--- src/rtl/bus_fabric_pkg.sv ---
// Shared encodings for the bus fabric: FSM states, target kinds, STATUS bits, register offsets.
package bus_fabric_pkg;

  typedef enum logic [1:0] {
    ST_IDLE   = 2'd0,
    ST_ACCESS = 2'd1,
    ST_RESP   = 2'd2
  } state_e;

  typedef enum logic [1:0] {
    TGT_SLAVE    = 2'd0,
    TGT_UNMAPPED = 2'd1,
    TGT_FABRIC   = 2'd2
  } target_e;

  localparam int unsigned STATUS_W   = 4;
  localparam int unsigned STAT_VALID = 0;
  localparam int unsigned STAT_TO    = 1;
  localparam int unsigned STAT_WE    = 2;
  localparam int unsigned STAT_OVF   = 3;

  // Word offsets inside the fabric status window (address bit 0)
  localparam logic REG_STATUS     = 1'b0;
  localparam logic REG_FAULT_ADDR = 1'b1;

endpackage

--- src/rtl/bus_fabric_if.sv ---
// CPU-side and peripheral-side signals of the bus fabric.
interface bus_fabric_if #(
  parameter int unsigned N_SLAVES = 4,
  parameter int unsigned ADDR_W   = 16,
  parameter int unsigned DATA_W   = 16
);
  logic                         i_m_req;
  logic                         i_m_we;
  logic [ADDR_W-1:0]            i_m_addr;
  logic [DATA_W-1:0]            i_m_wdata;
  logic [DATA_W-1:0]            o_m_rdata;
  logic                         o_m_ready;
  logic                         o_m_err;
  logic [N_SLAVES-1:0]          o_s_sel;
  logic                         o_s_we;
  logic [ADDR_W-1:0]            o_s_addr;
  logic [DATA_W-1:0]            o_s_wdata;
  logic [N_SLAVES*DATA_W-1:0]   i_s_rdata;
  logic [N_SLAVES-1:0]          i_s_ready;
  logic                         o_err_int;

  modport fabric (
    input  i_m_req, i_m_we, i_m_addr, i_m_wdata, i_s_rdata, i_s_ready,
    output o_m_rdata, o_m_ready, o_m_err, o_s_sel, o_s_we, o_s_addr, o_s_wdata, o_err_int
  );

  modport master (
    output i_m_req, i_m_we, i_m_addr, i_m_wdata,
    input  o_m_rdata, o_m_ready, o_m_err, o_err_int
  );

  modport slave (
    input  o_s_sel, o_s_we, o_s_addr, o_s_wdata,
    output i_s_rdata, i_s_ready
  );
endinterface

--- src/rtl/bus_decoder.sv ---
// Combinational address decoder: fabric window first, then lowest matching base/mask slave.
module bus_decoder
  import bus_fabric_pkg::*;
#(
  parameter int unsigned N_SLAVES = 4,
  parameter int unsigned ADDR_W   = 16,
  parameter logic [N_SLAVES*ADDR_W-1:0] SLAVE_BASE = '0,
  parameter logic [N_SLAVES*ADDR_W-1:0] SLAVE_MASK = '0,
  parameter logic [ADDR_W-1:0] ERR_BASE = '0
) (
  input  logic [ADDR_W-1:0]   addr,
  output logic [N_SLAVES-1:0] sel_c,
  output logic                hit_c,
  output logic                fab_hit_c
);

  // Priority match; the fabric window masks every slave
  always_comb begin
    sel_c     = '0;
    hit_c     = 1'b0;
    fab_hit_c = (addr[ADDR_W-1:1] == ERR_BASE[ADDR_W-1:1]);
    if (!fab_hit_c) begin
      for (int i = 0; i < int'(N_SLAVES); i++) begin
        if (!hit_c &&
            ((addr & SLAVE_MASK[i*ADDR_W +: ADDR_W]) == SLAVE_BASE[i*ADDR_W +: ADDR_W])) begin
          sel_c[i] = 1'b1;
          hit_c    = 1'b1;
        end
      end
    end
  end

endmodule

--- src/rtl/bus_fabric.sv ---
// Bus fabric: decodes CPU accesses onto N slaves with wait states, timeout and fault logging.
module bus_fabric
  import bus_fabric_pkg::*;
#(
  parameter int unsigned N_SLAVES = 4,
  parameter int unsigned ADDR_W   = 16,
  parameter int unsigned DATA_W   = 16,
  parameter logic [N_SLAVES*ADDR_W-1:0] SLAVE_BASE = {16'h0430, 16'h0420, 16'h0400, 16'h0000},
  parameter logic [N_SLAVES*ADDR_W-1:0] SLAVE_MASK = {16'hFFF0, 16'hFFF0, 16'hFFFE, 16'hFC00},
  parameter int unsigned TIMEOUT  = 15,
  parameter logic [ADDR_W-1:0] ERR_BASE = 16'h04F0
) (
  input logic          i_clk,
  input logic          i_reset,
  bus_fabric_if.fabric bus
);

  localparam int unsigned CNT_W = (TIMEOUT < 2) ? 1 : $clog2(TIMEOUT);

  state_e               state_q, state_d;
  target_e              tgt_q, tgt_d;
  logic [N_SLAVES-1:0]  sel_q, sel_d, dec_sel_c;
  logic                 dec_hit_c, dec_fab_c;
  logic                 we_q, we_d, s_we_q, s_we_d;
  logic [ADDR_W-1:0]    addr_q, addr_d, fault_addr_q, fault_addr_d;
  logic [DATA_W-1:0]    wdata_q, wdata_d, rdata_q, rdata_d, slv_rdata_c;
  logic [CNT_W-1:0]     cnt_q, cnt_d;
  logic                 ready_q, ready_d, err_q, err_d;
  logic                 slv_ready_c, timeout_c, log_fault_c;
  logic [STATUS_W-1:0]  status_q, status_d;

  bus_decoder #(
    .N_SLAVES  (N_SLAVES),
    .ADDR_W    (ADDR_W),
    .SLAVE_BASE(SLAVE_BASE),
    .SLAVE_MASK(SLAVE_MASK),
    .ERR_BASE  (ERR_BASE)
  ) u_decoder (
    .addr     (bus.i_m_addr),
    .sel_c    (dec_sel_c),
    .hit_c    (dec_hit_c),
    .fab_hit_c(dec_fab_c)
  );

  // Read data and ready of the currently selected slave
  always_comb begin
    slv_rdata_c = '0;
    for (int i = 0; i < int'(N_SLAVES); i++) begin
      if (sel_q[i]) slv_rdata_c = bus.i_s_rdata[i*DATA_W +: DATA_W];
    end
  end

  assign slv_ready_c = |(bus.i_s_ready & sel_q);
  assign timeout_c   = (TIMEOUT != 0) && (cnt_q == CNT_W'(TIMEOUT - 1));

  // Next-state and next-output logic
  always_comb begin
    state_d      = state_q;
    tgt_d        = tgt_q;
    sel_d        = sel_q;
    we_d         = we_q;
    s_we_d       = s_we_q;
    addr_d       = addr_q;
    wdata_d      = wdata_q;
    cnt_d        = cnt_q;
    rdata_d      = rdata_q;
    ready_d      = 1'b0;
    err_d        = err_q;
    status_d     = status_q;
    fault_addr_d = fault_addr_q;
    log_fault_c  = 1'b0;

    case (state_q)
      ST_IDLE: begin
        if (bus.i_m_req) begin
          state_d = ST_ACCESS;
          addr_d  = bus.i_m_addr;
          wdata_d = bus.i_m_wdata;
          we_d    = bus.i_m_we;
          cnt_d   = '0;
          sel_d   = dec_sel_c;
          s_we_d  = bus.i_m_we & dec_hit_c;
          tgt_d   = dec_fab_c ? TGT_FABRIC : (dec_hit_c ? TGT_SLAVE : TGT_UNMAPPED);
        end
      end

      ST_ACCESS: begin
        case (tgt_q)
          TGT_SLAVE: begin
            if (!slv_ready_c) cnt_d = cnt_q + CNT_W'(1);
            if (slv_ready_c) begin
              state_d = ST_RESP;
              rdata_d = we_q ? '0 : slv_rdata_c;
              err_d   = 1'b0;
            end else if (timeout_c) begin
              state_d     = ST_RESP;
              rdata_d     = '0;
              err_d       = 1'b1;
              log_fault_c = 1'b1;
            end
          end
          TGT_UNMAPPED: begin
            state_d     = ST_RESP;
            rdata_d     = '0;
            err_d       = 1'b1;
            log_fault_c = 1'b1;
          end
          TGT_FABRIC: begin
            state_d = ST_RESP;
            err_d   = 1'b0;
            if (we_q) begin
              rdata_d = '0;
              if (addr_q[0] == REG_STATUS) begin
                status_d     = '0;
                fault_addr_d = '0;
              end
            end else begin
              rdata_d = (addr_q[0] == REG_FAULT_ADDR) ? DATA_W'(fault_addr_q) : DATA_W'(status_q);
            end
          end
          default: state_d = ST_IDLE;
        endcase
        if (state_d == ST_RESP) begin
          ready_d = 1'b1;
          sel_d   = '0;
          s_we_d  = 1'b0;
        end
      end

      ST_RESP: state_d = ST_IDLE;

      default: state_d = ST_IDLE;
    endcase

    // First fault is kept; later ones only flag overflow
    if (log_fault_c) begin
      if (!status_q[STAT_VALID]) begin
        status_d[STAT_VALID] = 1'b1;
        status_d[STAT_TO]    = (tgt_q == TGT_SLAVE);
        status_d[STAT_WE]    = we_q;
        fault_addr_d         = addr_q;
      end else begin
        status_d[STAT_OVF] = 1'b1;
      end
    end
  end

  // State and output registers
  always_ff @(posedge i_clk) begin
    if (i_reset) begin
      state_q      <= ST_IDLE;
      tgt_q        <= TGT_SLAVE;
      sel_q        <= '0;
      we_q         <= 1'b0;
      s_we_q       <= 1'b0;
      addr_q       <= '0;
      wdata_q      <= '0;
      cnt_q        <= '0;
      rdata_q      <= '0;
      ready_q      <= 1'b0;
      err_q        <= 1'b0;
      status_q     <= '0;
      fault_addr_q <= '0;
    end else begin
      state_q      <= state_d;
      tgt_q        <= tgt_d;
      sel_q        <= sel_d;
      we_q         <= we_d;
      s_we_q       <= s_we_d;
      addr_q       <= addr_d;
      wdata_q      <= wdata_d;
      cnt_q        <= cnt_d;
      rdata_q      <= rdata_d;
      ready_q      <= ready_d;
      err_q        <= err_d;
      status_q     <= status_d;
      fault_addr_q <= fault_addr_d;
    end
  end

  assign bus.o_m_rdata = rdata_q;
  assign bus.o_m_ready = ready_q;
  assign bus.o_m_err   = err_q;
  assign bus.o_s_sel   = sel_q;
  assign bus.o_s_we    = s_we_q;
  assign bus.o_s_addr  = addr_q;
  assign bus.o_s_wdata = wdata_q;
  assign bus.o_err_int = status_q[STAT_VALID];

endmodule

--- src/flat_wrapper.sv ---
// flat-port wrapper written by rule: the top's interface ports become plain ports
module bus_fabric_flat import bus_fabric_pkg::*;
#(
  parameter int unsigned N_SLAVES = 4,
  parameter int unsigned ADDR_W   = 16,
  parameter int unsigned DATA_W   = 16,
  parameter logic [N_SLAVES*ADDR_W-1:0] SLAVE_BASE = {16'h0430, 16'h0420, 16'h0400, 16'h0000},
  parameter logic [N_SLAVES*ADDR_W-1:0] SLAVE_MASK = {16'hFFF0, 16'hFFF0, 16'hFFFE, 16'hFC00},
  parameter int unsigned TIMEOUT  = 15,
  parameter logic [ADDR_W-1:0] ERR_BASE = 16'h04F0
)
  (i_clk, i_reset, bus_i_m_req, bus_i_m_we, bus_i_m_addr, bus_i_m_wdata, bus_i_s_rdata, bus_i_s_ready, bus_o_m_rdata, bus_o_m_ready, bus_o_m_err, bus_o_s_sel, bus_o_s_we, bus_o_s_addr, bus_o_s_wdata, bus_o_err_int);
  bus_fabric_if #(.N_SLAVES(N_SLAVES), .ADDR_W(ADDR_W), .DATA_W(DATA_W)) bus_i ();
  input logic i_clk;
  input logic i_reset;
  input wire logic [$bits(bus_i.i_m_req)-1:0] bus_i_m_req;
  input wire logic [$bits(bus_i.i_m_we)-1:0] bus_i_m_we;
  input wire logic [$bits(bus_i.i_m_addr)-1:0] bus_i_m_addr;
  input wire logic [$bits(bus_i.i_m_wdata)-1:0] bus_i_m_wdata;
  input wire logic [$bits(bus_i.i_s_rdata)-1:0] bus_i_s_rdata;
  input wire logic [$bits(bus_i.i_s_ready)-1:0] bus_i_s_ready;
  output wire logic [$bits(bus_i.o_m_rdata)-1:0] bus_o_m_rdata;
  output wire logic [$bits(bus_i.o_m_ready)-1:0] bus_o_m_ready;
  output wire logic [$bits(bus_i.o_m_err)-1:0] bus_o_m_err;
  output wire logic [$bits(bus_i.o_s_sel)-1:0] bus_o_s_sel;
  output wire logic [$bits(bus_i.o_s_we)-1:0] bus_o_s_we;
  output wire logic [$bits(bus_i.o_s_addr)-1:0] bus_o_s_addr;
  output wire logic [$bits(bus_i.o_s_wdata)-1:0] bus_o_s_wdata;
  output wire logic [$bits(bus_i.o_err_int)-1:0] bus_o_err_int;
  assign bus_i.i_m_req = bus_i_m_req;
  assign bus_i.i_m_we = bus_i_m_we;
  assign bus_i.i_m_addr = bus_i_m_addr;
  assign bus_i.i_m_wdata = bus_i_m_wdata;
  assign bus_i.i_s_rdata = bus_i_s_rdata;
  assign bus_i.i_s_ready = bus_i_s_ready;
  assign bus_o_m_rdata = bus_i.o_m_rdata;
  assign bus_o_m_ready = bus_i.o_m_ready;
  assign bus_o_m_err = bus_i.o_m_err;
  assign bus_o_s_sel = bus_i.o_s_sel;
  assign bus_o_s_we = bus_i.o_s_we;
  assign bus_o_s_addr = bus_i.o_s_addr;
  assign bus_o_s_wdata = bus_i.o_s_wdata;
  assign bus_o_err_int = bus_i.o_err_int;
  bus_fabric #(.N_SLAVES(N_SLAVES), .ADDR_W(ADDR_W), .DATA_W(DATA_W), .SLAVE_BASE(SLAVE_BASE), .SLAVE_MASK(SLAVE_MASK), .TIMEOUT(TIMEOUT), .ERR_BASE(ERR_BASE)) u_core (.i_clk(i_clk), .i_reset(i_reset), .bus(bus_i));
endmodule
--- config.mk ---
export PLATFORM = sky130hd
export DESIGN_NAME = bus_fabric_flat
export DESIGN_NICKNAME = d
export VERILOG_FILES = /design/src/rtl/bus_fabric_pkg.sv /design/src/rtl/bus_fabric_if.sv /design/src/rtl/bus_decoder.sv /design/src/rtl/bus_fabric.sv /design/src/flat_wrapper.sv
export SDC_FILE = /design/constraint.sdc
export NUM_CORES = 1
export LEC_CHECK = 0
export BUFFER_PORTS_ARGS = -buffer_cell sky130_fd_sc_hd__buf_4
export CORE_UTILIZATION = 50
export DETAILED_ROUTE_END_ITERATION = 8
export PLACE_DENSITY = 0.83
export SYNTH_ARGS = -nofsm -noshare
export SYNTH_HDL_FRONTEND = slang
export SYNTH_SLANG_ARGS = --single-unit
--- constraint.sdc ---
create_clock -name i_clk -period 3.45 [get_ports i_clk]
set_clock_uncertainty 0.05 [all_clocks]
set_input_delay 0.1725 -clock i_clk [delete_from_list [all_inputs] [get_ports i_clk]]
set_output_delay 0.1725 -clock i_clk [all_outputs]
set_load 0.03 [all_outputs]
==> flow_summary.toml, run 1 <==
[sta]
finalSetupViolations = 0
slew_headroom_pct = 17.0
setup_ws_ns = 0.902
fin_crit_sh_pct = 73.8
hold_viol_final = 0
max_freq_ghz = 0.393
min_period_ns = 2.55
worst_pin_slew_ns = 1.24
finalSetupTns_ns = 0
whs_ns = 0.0104
drv_slew = 0
rsz0062_at_grt = "no"

[cells_and_area]
drive_gt1_share_pct = 31.3
area_delta_synth_final_pct = 33.3
final_cells = 748
seq_area_um2 = 1680
final_area_um2 = 5630
fin_nets = 748
multi_input_area_um2 = 2310
antennaDiodeCount = 0
fillCellCount = 664

[synthesis]
yosys_warnings = 0
avgSynthCellArea_um2 = 8.50
syn_area_um2 = 4220
synth_fp_nets = 607
async_reset_ff_share_pct = 0
synth_cells = 497
synth_cell_types = 60
ys_ff_latch = 84
synth-edff-count = 0
synth.yosys.seq_area_share_pct = 39.8
synth_top_flop_cell = "dfxtp_1"

[drt]
postRouteAntennaNets = 0
route.vias.total = 4193
vias_per_cell = 5.61
wl_um = 12300
drt_iter0_markers = 165
wl_per_cell_um = 16.5
drc_errors = 0
dr.pass1.iters = 4

[cts]
clkSinkCount = 84
post_cts_buffers = 0
insertion_delay_ns = 0.35
cts-root-buf = "clkbuf_8"
cts_tree = "built"
clk_pin_slew_worst_paths_ns = 0.09
cts.path.max_buffers = 2
cts_max_level = 3
cts_inserted_buffers = 9
cts_resized = 0
hold_buffers = 4

[power_and_ir_drop]
p_leak_nw = 2.46
internal-power_mw = 1.52
switchingPower_uw = 613
combPwrFrac_pct = 17.8
p_sw_share_pct = 28.8
clockPowerShare_pct = 33.8
peakVddDrop_mv = 0.313
power.density_nw_per_um2 = 378
p_seq_share_pct = 48.4

[placed_design]
gp_congestion = 0.938
dpl_worst_slack_ns = 0.937
place_area_um2 = 5390
io_buffers = 159
dp_hpwl_um = 9000
placed_cells = 728

[floorplanning]
die_height_um = 93.9
num_rows = 33
die_w_um = 93.9
core-area_um2 = 8180
initial_core_util_pct = 51.7
ioPinCount = 160
dieArea_um2 = 8820

[setup_path]
r2r-end = "u_core.bus.o_m_rdata[12]"
r2r-start = "u_core.bus.o_s_sel[1]"
required_ns = 3.69
start_kind = "flop"
path_class = "reg2reg"
cp_max_fo = 21
reg2reg_slack_ns = 0.90
crit_chain = "a22oi_2 -> a21oi_1 -> a32oi_1 -> o2bb2ai_1"
slowest_stage = "a21oi_1"
crit_arrival_ns = 2.78
critPathBufInv = 0
end_kind = "flop"
path_delay_family = "compound AO/OA/AOI/OAI gates"
r2r_cells = 4
cp_slowest_stage_delay_ns = 0.89

[grt]
grt.total_usage_pct = 28.0
grt_max_degree = 78
grt_pass1_vias = 4075
antenna_found_initial = 0
grt_overflow_total = 0
grt_first_pass_wirelength_um = 19200

[worst_hold_path]
hold_start = "bus_i_m_wdata[15]"
hold_class = "in2reg"
holdPathEnd = "u_core.bus.o_s_wdata[15]"
hold_depth = 3

[run_status]
outcome = "completed"

[flow_run]
maxCapViolCount = 0
[routing by layer]
metal  GRT usage, %  share of wire [%]  wire (µm)
met1           35.4                 43       5300
met5              0                  0          0
met4           11.0                2.1        254
met3           5.99                7.9        968
met2           46.4                 47       5790
[state kept, by name, indices dropped and copies added (netlist names)]
name,cells
u_core.tgt_q,2
u_core.bus.o_m_rdata,16
u_core.fault_addr_q,16
u_core.bus.o_m_err,1
u_core.bus.o_m_ready,1
u_core.status_q,4
u_core.bus.o_s_we,1
u_core.bus.o_s_addr,16
u_core.cnt_q,4
u_core.we_q,1
u_core.state_q,2
u_core.bus.o_s_wdata,16
u_core.bus.o_s_sel,4
[per-stage QoR]
| stage | utilization [%] | power, mW |
|---|---|---|
| 2_1_floorplan | - | 1.25 |
| 3_3_place_gp | 65.9 | 1.42 |
| 3_5_place_dp | 65.9 | 1.43 |
| 4_1_cts | 68.9 | 2.14 |
| 5_1_grt | 68.9 | 2.22 |
| 6_report | 68.9 | 2.13 |
[worst max-delay path by stage]
stage | startpoint | to | cells past startpoint
floorplan | u_core.bus.o_s_sel[1] | u_core.fault_addr_q[10] | 7
global placement | u_core.tgt_q[0] | u_core.bus.o_m_rdata[12] | 5
detailed placement | u_core.bus.o_s_sel[1] | u_core.bus.o_m_rdata[8] | 4
CTS | u_core.bus.o_s_sel[1] | u_core.bus.o_m_rdata[8] | 4
global route | u_core.bus.o_s_sel[1] | u_core.bus.o_m_rdata[5] | 4
finish | u_core.bus.o_s_sel[1] | u_core.bus.o_m_rdata[12] | 4
[cell usage after synthesis (all sizes together) (2+ instances only)]
| cell type | count | area, µm² |
|---|---|---|
| nand2 | 95 | 357 |
| dfxtp | 84 | 1680 |
| a21oi | 49 | 245 |
| clkbuf | 29 | 143 |
| mux2i | 25 | 250 |
| nand2b | 23 | 144 |
| nor2 | 19 | 71.3 |
| nor2b | 19 | 119 |
| a221oi | 13 | 114 |
| a21o | 11 | 82.6 |
| a32o | 10 | 100 |
| buf | 10 | 67.6 |
| o31ai | 10 | 75.1 |
| inv | 9 | 33.8 |
| nor3 | 8 | 40.0 |
| a221o | 6 | 63.8 |
| ha | 6 | 75.1 |
| o21ai | 6 | 30.0 |
| nand4 | 5 | 31.3 |
| a31oi | 4 | 25.0 |
| nand3 | 4 | 20.0 |
| nor4 | 4 | 25.0 |
| o2bb2ai | 4 | 35.0 |
| o32ai | 4 | 35.0 |
| a32oi | 3 | 26.3 |
| or3 | 3 | 20.0 |
| or3b | 3 | 28.8 |
| a2111oi | 2 | 17.5 |
| a22o | 2 | 18.8 |
| a22oi | 2 | 20.0 |
| a41oi | 2 | 43.8 |
| and2 | 2 | 13.8 |
| and2b | 2 | 17.5 |
| nand3b | 2 | 15.0 |
| nand4b | 2 | 17.5 |
| nor3b | 2 | 15.0 |
| or2 | 2 | 12.5 |
| or2b | 2 | 17.5 |
[logic make-up (layout without fill, tap and decap cells)]
kind of cell | Yosys count | after routing | share of synthesized area, %
mux | 25 | 25 | 5.93
simple gates | 199 | 199 | 23.3
compound gates | 135 | 135 | 23.4
buf+inv | 48 | 194 | 5.78
flops | 84 | 84 | 39.8
fa+ha+maj | 6 | 6 | 1.78
[final cells by class]
cell class                 count  share of cell area (%)
multi-input combinational    365                    41.0
sequential                    84                    29.9
timing repair buffer         169                    22.7
tap                          105                    2.33
clock buffer                  10                    2.27
clock inverter                 6                    1.27
inverter                       9                   0.600
[power groups by stage]
| stage | Sequential [mW] | Combinational [mW] | Clock [mW] |
|---|---|---|---|
| 2_1_floorplan | 1.10 | 0.157 | 0 |
| 3_3_place_gp | 1.05 | 0.369 | 0 |
| 3_5_place_dp | 1.05 | 0.373 | 0 |
| 4_1_cts | 1.03 | 0.379 | 0.729 |
| 5_1_grt | 1.04 | 0.408 | 0.771 |
| 6_report | 1.03 | 0.379 | 0.719 |
[tightest hold or removal path, stage by stage]
cell	delay, ns
buf_4	0.11
nand2_1	0.05
a21oi_1	0.05
[cells in the final DEF, fill, tap and decap left out, types with 3 or more instances in the layout]
cell type	count
buf_4	165
nand2_1	95
dfxtp_1	84
a21oi_1	49
mux2i_1	25
nand2b_1	23
nor2_1	19
nor2b_1	19
a221oi_1	13
a21o_1	11
o31ai_1	10
a32o_1	10
inv_1	9
clkbuf_8	9
nor3_1	8
o21ai_0	6
ha_1	6
nand4_1	5
nand3_1	4
o2bb2ai_1	4
nor4_1	4
a31oi_1	4
o32ai_1	4
dlygate4sd3_1	4
a221o_1	3
a32oi_1	3
a221o_2	3
(Power assumes the default switching activity.)
==> run 2, diff against run 1 <==
Settings changed: ABC_AREA set to 1, PLACE_DENSITY 0.83 to 0.82.
Clock period 3.45 ns to 2.4 ns, I/O delays scaled along.
==> run 2 against run 1 <==
  * The flow now finishes with violations (negative hold slack)
  * Setup slack lost 0.35 ns
  * Fmax grew 38%
  * Die area grew 11%
  * Count of clock-buffer cells in the layout shrank 1
  * Combinational power grew to 4.5 times the previous value
  * Non-clock buffer count grew 30
  * Critical path type unchanged
==> flow_summary.toml, run 2 <==
[cells_and_area]
final_common_cell = "nand2_1"
final_cells = 1033
drive_gt1_share_pct = 22.2
multi_input_area_um2 = 2590
fillCellCount = 814
antennaDiodeCount = 0
seq_area_um2 = 1680
area_delta_synth_final_pct = 35.4
fin_nets = 1027
final_cell_mix = "nand2_1 (175), buf_4 (171), nor2_1 (135)"

[synthesis]
synth.most_common_cell = "nand2_1"
synth.yosys.seq_area_share_pct = 35.7
synthMuxAreaShare_pct = 0
synthAdderAreaFrac_pct = 1.59
synth_cell_types = 26
synth_top_family_by_area = "simple AND/OR/NAND/NOR gates"
synth_fp_nets = 863
synth_top_flop_cell = "dfxtp_1"
synth-edff-count = 0
ys_ff_latch = 84
avgSynthCellArea_um2 = 6.26
synthDominantCellAreaShare_pct = 35.7
synth_cells = 753
yosysTopAreaCell = "dfxtp_1"
async_reset_ff_share_pct = 0
synth_common_cells = "nand2_1 (175), nor2_1 (135), dfxtp_1 (84), a21oi_1 (75), o21ai_0 (73)"
syn_area_um2 = 4710
synth-simple-area-share_pct = 34.1
yosys_warnings = 0
synth-xor-area-share_pct = 0.372
synth_compound_area_share_pct = 19.0
synth_area_leaders = "dfxtp_1 (36%), nand2_1 (14%), nor2_1 (11%)"

[setup_path]
crit_arrival_ns = 2.06
path_class = "reg2reg"
required_ns = 2.61
cp_max_fo = 6
start_kind = "flop"
r2r_cells = 9
cp_slowest_stage_delay_ns = 0.39
crit_chain = "inv_1 -> ha_1 -> inv_2 -> a211oi_1 -> nand3_2 -> nand2_2 -> inv_1 -> nor2_1 -> nor2_1"
end_kind = "flop"
reg2reg_slack_ns = 0.55
slowest_stage = "dfxtp_1"

[grt]
grt.total_usage_pct = 30.5
grt_first_pass_wirelength_um = 24100
grt_pass1_vias = 5150
antenna_found_initial = 0
grt_overflow_total = 0
grt_max_degree = 47

[sta]
hold_viol_final = 1
finalSetupTns_ns = 0
whs_ns = -0.0179
finalSetupViolations = 0
fin_crit_sh_pct = 77.1
rsz0062_at_grt = "no"
max_freq_ghz = 0.540
min_period_ns = 1.85
worst_pin_slew_ns = 0.710
drv_slew = 0
slew_headroom_pct = 52.6

[drt]
route.vias.total = 5437
drc_errors = 0
postRouteAntennaNets = 0
wl_per_cell_um = 14.2
drt_iter0_markers = 283
dr.pass1.iters = 5
wl_um = 14700
vias_per_cell = 5.26

[floorplanning]
initial_core_util_pct = 51.2
core-area_um2 = 9200
ioPinCount = 160
die_height_um = 99.1
die_w_um = 99.1
dieArea_um2 = 9820
num_rows = 35

[run_status]
violations = "negative hold slack"
outcome = "finished, violations left"

[cts]
clkSinkCount = 84
cts_inserted_buffers = 9
cts_resized = 0
cts-root-buf = "clkbuf_8"
clk_pin_slew_worst_paths_ns = 0.10
cts_max_level = 3
cts_tree = "built"
insertion_delay_ns = 0.38
cts.path.max_buffers = 2

[placed_design]
placed_cells = 989
io_buffers = 159
gp_congestion = 0.904
dp_hpwl_um = 10600

[power_and_ir_drop]
p_leak_nw = 3.09
power.density_nw_per_um2 = 674
peakVddDrop_mv = 0.402

[worst_hold_path]
hold_class = "in2reg"
hold_depth = 3

[flow_run]
maxCapViolCount = 0
==> run 2: cell count changes after synthesis, sizes merged, moves of 26 or more <==
cell / change
a21oi: +26
inv: +50
nand2: +85
nand3: +62
nor2: +117
o21ai: +76
==> run 2: cells by family after synthesis <==
logic type | count (synthesis)
AND/OR/NAND/NOR | 386
AO/OA/AOI/OAI | 170
buffers and inverters | 105
flip-flops | 84
adder cells (fa/ha/maj) | 6
XOR/XNOR | 2
==> run 2: worst max-delay path: cells and delay by family, from the launching register on <==
kind | cells | cell delay [ns]
AOI/OAI and AO/OA | 1 | 0.31
and+or+nand+nor | 4 | 0.48
DFF | 1 | 0.39
adders and majority gates | 1 | 0.32
buffers and inverters | 3 | 0.18
==> run 2: layer usage <==
layer	track usage, %	part of all wire (%)
met1	37.4	43
met2	52.9	48
met4	12.0	2.4
met5	0	0
met3	5.74	7.3
==> run 2: final timing paths <==
check	end	startpoint
setup reg to reg	u_core.bus.o_s_sel[0]	u_core.tgt_q[1]
setup / recovery	u_core.bus.o_s_sel[0]	u_core.tgt_q[1]
hold reg to reg	u_core.status_q[3]	u_core.status_q[3]
hold / removal	u_core.bus.o_s_addr[0]	bus_i_m_addr[0]
==> run 2: final cells by class <==
type | instances | share of cell area (%)
Clock buffer | 9 | 1.94
Clock inverter | 7 | 0.902
Inverter | 59 | 3.47
Multi-Input combinational cell | 564 | 40.6
Sequential cell | 84 | 26.4
Tap cell | 111 | 2.18
Timing Repair Buffer | 199 | 24.5
==> run 2: metrics by stage <==
stage,power (mW),setup slack [ns],utilization [%],area (µm²)
2_1_floorplan,2.77,0.652,-,4710
3_3_place_gp,3.29,0.638,64.4,5920
3_5_place_dp,3.32,0.579,64.4,5920
6_report,4.30,0.549,69.4,6380
4_1_cts,4.29,0.550,69.4,6380
5_1_grt,4.56,0.330,69.4,6380
==> run 2: what timing repair did <==
item	4_1_cts	5_1_grt
buffers inserted	0	0
hold buffers	28	0
endpoints found under the hold margin	28	0
==> run 2: power breakdown <==
part	switching [mW]	total, mW	leakage, nW	internal (mW)
clock network	0.570	0.960	0.0833	0.390
registers	0.111	1.65	0.689	1.54
logic	1.06	1.69	2.31	0.632
total	1.74	4.30	3.09	2.56
